--- src/rtl/sdram_port_arbiter.sv ---
// sdram_port_arbiter
// Two-client front end for the single-port SDRAM controller. Client 0 is the
// CPU (PRG/WRAM), client 1 is the PPU (CHR). Each byte access is serialised
// onto the controller's CE/WE/Addr/WrData/RdData interface. CE is pulsed once
// per access, and the controller's fixed latency is timed with a down-counter.
// Ack and read data are registered outputs. They appear together in the cycle
// after DONE. The FSM is back in IDLE in that cycle, and it ignores the client
// whose ack is currently showing. A client that is still holding req therefore
// makes a new request only in the cycle after it sees ack.
module sdram_port_arbiter #(
    parameter int ADDR_W   = 23,
    parameter int DATA_W   = 8,
    parameter int CTRL_LAT = 5
) (
    input  logic              clk,
    input  logic              reset,
    input  logic              p0_req,
    input  logic              p0_we,
    input  logic [ADDR_W-1:0] p0_addr,
    input  logic [DATA_W-1:0] p0_wdata,
    output logic              p0_ack,
    output logic [DATA_W-1:0] p0_rdata,
    input  logic              p1_req,
    input  logic              p1_we,
    input  logic [ADDR_W-1:0] p1_addr,
    input  logic [DATA_W-1:0] p1_wdata,
    output logic              p1_ack,
    output logic [DATA_W-1:0] p1_rdata,
    output logic              mem_ce,
    output logic              mem_we,
    output logic [ADDR_W-1:0] mem_addr,
    output logic [DATA_W-1:0] mem_wdata,
    input  logic [DATA_W-1:0] mem_rdata,
    output logic [1:0]        gnt
);

    localparam int                CNT_W    = $clog2(CTRL_LAT + 1);
    localparam logic [CNT_W-1:0]  CNT_LOAD = CNT_W'(CTRL_LAT - 2);

    typedef enum logic [1:0] {
        ST_IDLE,
        ST_ISSUE,
        ST_WAIT,
        ST_DONE
    } state_t;

    state_t            r_state;
    logic [CNT_W-1:0]  r_cnt;
    logic              r_last_grant;
    logic [1:0]        r_gnt;
    logic              r_mem_ce;
    logic              r_mem_we;
    logic [ADDR_W-1:0] r_mem_addr;
    logic [DATA_W-1:0] r_mem_wdata;

    logic [1:0]        w_req_raw;
    logic [1:0]        w_req;
    logic [1:0]        w_ack;
    logic [DATA_W-1:0] w_rdata [2];
    logic              w_pick1;

    assign w_req_raw = {p1_req, p0_req};

    // Client 1 wins if it is the only requester, or if both request and client 0 was served last.
    assign w_pick1 = w_req[1] & (~w_req[0] | ~r_last_grant);

    genvar gi;
    generate
        for (gi = 0; gi < 2; gi = gi + 1) begin : g_client
            logic              r_ack;
            logic [DATA_W-1:0] r_rdata;
            logic              w_done_mine;

            assign w_done_mine = (r_state == ST_DONE) && r_gnt[gi];

            // One-cycle completion pulse; read data is captured only for this client's reads.
            always_ff @(posedge clk) begin
                if (reset) begin
                    r_ack   <= 1'b0;
                    r_rdata <= '0;
                end else begin
                    r_ack <= w_done_mine;
                    if (w_done_mine && !r_mem_we) begin
                        r_rdata <= mem_rdata;
                    end
                end
            end

            assign w_ack[gi]   = r_ack;
            assign w_rdata[gi] = r_rdata;
            // The request still visible during the ack cycle is the one just served.
            assign w_req[gi]   = w_req_raw[gi] & ~r_ack;
        end
    endgenerate

    // Access sequencer: arbitrate in IDLE, one CE cycle, fixed wait, then complete.
    always_ff @(posedge clk) begin
        if (reset) begin
            r_state      <= ST_IDLE;
            r_cnt        <= '0;
            r_last_grant <= 1'b1;
            r_gnt        <= 2'b00;
            r_mem_ce     <= 1'b0;
            r_mem_we     <= 1'b0;
            r_mem_addr   <= '0;
            r_mem_wdata  <= '0;
        end else begin
            case (r_state)
                ST_IDLE: begin
                    r_mem_ce <= 1'b0;
                    if (|w_req) begin
                        r_state      <= ST_ISSUE;
                        r_mem_ce     <= 1'b1;
                        r_last_grant <= w_pick1;
                        r_gnt        <= w_pick1 ? 2'b10 : 2'b01;
                        r_mem_we     <= w_pick1 ? p1_we    : p0_we;
                        r_mem_addr   <= w_pick1 ? p1_addr  : p0_addr;
                        r_mem_wdata  <= w_pick1 ? p1_wdata : p0_wdata;
                    end
                end
                ST_ISSUE: begin
                    r_mem_ce <= 1'b0;
                    r_cnt    <= CNT_LOAD;
                    r_state  <= ST_WAIT;
                end
                ST_WAIT: begin
                    if (r_cnt == '0) begin
                        r_state <= ST_DONE;
                    end else begin
                        r_cnt <= r_cnt - CNT_W'(1);
                    end
                end
                ST_DONE: begin
                    r_gnt   <= 2'b00;
                    r_state <= ST_IDLE;
                end
                default: begin
                    r_state  <= ST_IDLE;
                    r_mem_ce <= 1'b0;
                    r_gnt    <= 2'b00;
                end
            endcase
        end
    end

    assign mem_ce    = r_mem_ce;
    assign mem_we    = r_mem_we;
    assign mem_addr  = r_mem_addr;
    assign mem_wdata = r_mem_wdata;
    assign gnt       = r_gnt;
    assign p0_ack    = w_ack[0];
    assign p1_ack    = w_ack[1];
    assign p0_rdata  = w_rdata[0];
    assign p1_rdata  = w_rdata[1];

endmodule

--- config.mk ---
export PLATFORM = sky130hd
export DESIGN_NAME = sdram_port_arbiter
export DESIGN_NICKNAME = d
export VERILOG_FILES = /design/src/rtl/sdram_port_arbiter.sv
export SDC_FILE = /design/constraint.sdc
export NUM_CORES = 1
export LEC_CHECK = 0
export BUFFER_PORTS_ARGS = -buffer_cell sky130_fd_sc_hd__buf_2
export CAP_MARGIN = 20
export CORE_ASPECT_RATIO = 1.25
export CORE_MARGIN = 5
export CORE_UTILIZATION = 47
export CTS_BUF_LIST = sky130_fd_sc_hd__clkbuf_4 sky130_fd_sc_hd__clkbuf_8
export DETAILED_ROUTE_END_ITERATION = 16
export GPL_TIMING_DRIVEN = 0
export PLACE_DENSITY = 0.82
export SLEW_MARGIN = 10
export SYNTH_ARGS = -nofsm -noshare
export SYNTH_HDL_FRONTEND = slang
export SYNTH_SLANG_ARGS = --single-unit
--- constraint.sdc ---
create_clock -name clk -period 1.87 [get_ports clk]
set_clock_uncertainty 0.15 [all_clocks]
set_input_delay 0.374 -clock clk [delete_from_list [all_inputs] [get_ports clk]]
set_output_delay 0.374 -clock clk [all_outputs]
set_load 0.1 [all_outputs]
==> flow_summary_export.csv <==
group,metric,value,unit
timing,tightest_slew,507,ps
timing,finalHoldViolCount,0,
global_routing,grt_max_degree,11,
setup_path,arrival,1820,ps
drt,drc,0,
power_and_ir_drop,p_leak,1.75,nW
drt,dr.max_layer_used,"met4",
drt,routed_wl,7.65,mm
timing,finalSetupTns,0,ps
layout,layout_common_cells,"buf_2 (138), nand3_1 (64), dfxtp_1 (54)",
drt,ant_nets,0,
setup_path,cp_data_required_time,1950,ps
setup_path,endpoint_kind,"flip-flop",
layout,area_growth,35.5,%
synthesis,synth_area,2600,µm²
synthesis,ys_types,27,
drt,met2_length,3.91,mm
timing,fmax,575,MHz
drt,wl_per_cell,15.2,µm
synthesis,seq_area_frac_synth,45.3,%
drt,drtIter0Drc,135,
timing,slew_headroom,66.2,%
synthesis,yosys_register_bits,59,
synthesis,synth.area.top_cells,"dfxtp_1 (45%), nand3_1 (12%), o311ai_1 (10%), mux2i_1 (6.5%), inv_1 (5.9%)",
cts,clk_pin_slew,60,ps
place,dp_cells,490,
drt,first_pass_iters,4,
hold_path,min_path_type,"in2reg",
layout,drive_above_1_share,39.1,%
cts,cts-root-buf,"clkbuf_8",
flow_run,cap_viol_max_count,0,
place,pre_cts_slack,-78.0,ps
setup_path,startpoint_type,"flip-flop",
place,io_buffers,128,
global_routing,grt_pass1_vias,2712,
cts,clk_latency,330,ps
synthesis,postSynthAreaPerCell,8.74,µm²
global_routing,track_usage,21.0,%
place,dp_hpwl,5.75,mm
cts,post_cts_buffers,0,
die,io_pins,129,
layout,multi_input_area,1140,µm²
layout,final_common_cell,"buf_2",
global_routing,grt_antenna_before_repair,0,
setup_path,path_max_fanout,10,
cts,cts_tree,"done",
layout,fin_cells,504,
timing,maxSlewViolCount,0,
cts,cts_inserted_buffers,9,
timing,post-route-min-period,1740,ps
layout,ff_latch_area,1190,µm²
timing,grt_setup_unrepaired,"false",
synthesis,syn_inst,298,
drt,vias_per_cell,5.38,
power_and_ir_drop,peakVddDrop,0.884,mV
place,gpl.final_weighted_congestion,0.773,
timing,setup_ws,132,ps
layout,final_nets,517,
synthesis,synth_warnings,0,
die,fp.dieW,76.6,µm
die,chipHeight,93.2,µm
die,core_area,5410,µm²
cts,clock_sinks,59,
drt,route.met3.wl,649,µm
die,dieArea,7140,µm²
die,initial_core_util,48.2,%
synthesis,yosys.area.top_type,"dfxtp_1",
cts,clk_path_buf_depth,2,
timing,finalCritPeriodShare,92.9,%
synthesis,synth_top_area_share,45.3,%
cts,htreeDepth,3,
layout,fillCellCount,476,
setup_path,setup.worst_path.class,"reg2reg",
global_routing,grt_pass1_wl,12.3,mm
layout,num_antenna_cells,0,
die,core.rowCount,30,
global_routing,gr-total-overflow,0,
drt,wl_met1,2.99,mm
power_and_ir_drop,power.density,1600,nW/µm²
drt,num_vias,2712,
timing,finalSetupViolCount,0,
run_status,outcome,"completed",
synthesis,syn_nets,380,
layout,post-route-util,65.3,%
==> power breakdown <==
| part | internal [mW] | switching [mW] |
|---|---|---|
| Clock | 0.594 | 0.472 |
| Sequential | 1.53 | 0.151 |
| Combinational | 0.605 | 2.29 |
| Total | 2.73 | 2.91 |
==> layout make-up <==
type | count | share of cell area, %
inverters | 41 | 4.36
flip-flops and latches | 59 | 33.6
multi-input cells | 171 | 32.4
clock buffers | 14 | 4.93
repair buffers | 128 | 18.1
well taps | 64 | 2.27
clock inverters | 2 | 0.284
plain buffers | 25 | 3.93
==> flip-flops by register name, indices dropped and copies added, names as in the netlist, 2 cells and up <==
name / cells
mem_wdata: 8
r_cnt: 3
mem_addr: 23
gnt: 2
p1_rdata: 8
p0_rdata: 8
r_state: 2
==> per-layer routing <==
layer / vias to the layer above / global-route usage, %
met1: 1265 / 23.8
met2: 107 / 36.6
met5: - / 0
li1: 1330 / -
met3: 10 / 6.07
met4: 0 / 9.18
==> through the flow <==
| stage | power [mW] | area, µm² | hold slack, ps |
|---|---|---|---|
| 2_1_floorplan | 4.03 | 2610 | 293 |
| 3_3_place_gp | 4.52 | 3330 | 306 |
| 3_5_place_dp | 4.57 | 3330 | 318 |
| 4_1_cts | 5.66 | 3520 | 102 |
| 5_1_grt | 5.91 | 3530 | 120 |
| 6_report | 5.64 | 3530 | 116 |
==> worst max-delay path, cell delays in order (launching register included) <==
cell      delay [ps]
dfxtp_2          330
inv_1            100
ha_2             270
and4bb_2         230
buf_2            160
buf_4            180
nand3_1          110
o311ai_1         100
==> Yosys cell counts <==
master,count
or3b_1,1
ha_1,6
nand2b_1,3
a211oi_1,3
o311ai_1,30
and3_1,2
a21oi_2,1
inv_1,41
o21ai_0,2
nor2b_1,2
nor3_1,2
buf_2,15
dfxtp_1,59
buf_4,2
a31o_2,1
clkbuf_1,10
nand3b_1,3
mux2i_1,17
a31oi_1,2
o311ai_0,3
nand2_1,4
o32ai_1,2
or3_1,1
and4bb_2,2
nand3_1,64
a21oi_1,1
nor2_1,19
==> cells by family (layout without fill, tap and decap cells) <==
group	Yosys count	in the layout	synth area share (%)
simple gates	103	103	20.1
buf+inv	68	210	10.8
flops	59	59	45.3
compound gates	45	45	14.4
mux	17	17	6.53
fa+ha+maj	6	6	2.88
==> timing repair <==
action                                  in CTS  in global routing
endpoints found under the setup margin      29                 32
hold buffers                                 0                  0
resized for setup                            5                 12
endpoints found under the hold margin        0                  0
==> worst paths after layout <==
path	from	end	slack, ps	cells after the start
worst max-delay path	r_state[0]	mem_addr[11]	130	7
worst min register to register	r_cnt[0]	r_cnt[0]	330	1
worst min-delay path	p1_addr[20]	mem_addr[20]	120	3
worst max register to register	r_state[0]	mem_addr[11]	130	7
No activity file was read; power rests on OpenSTA's default activity.
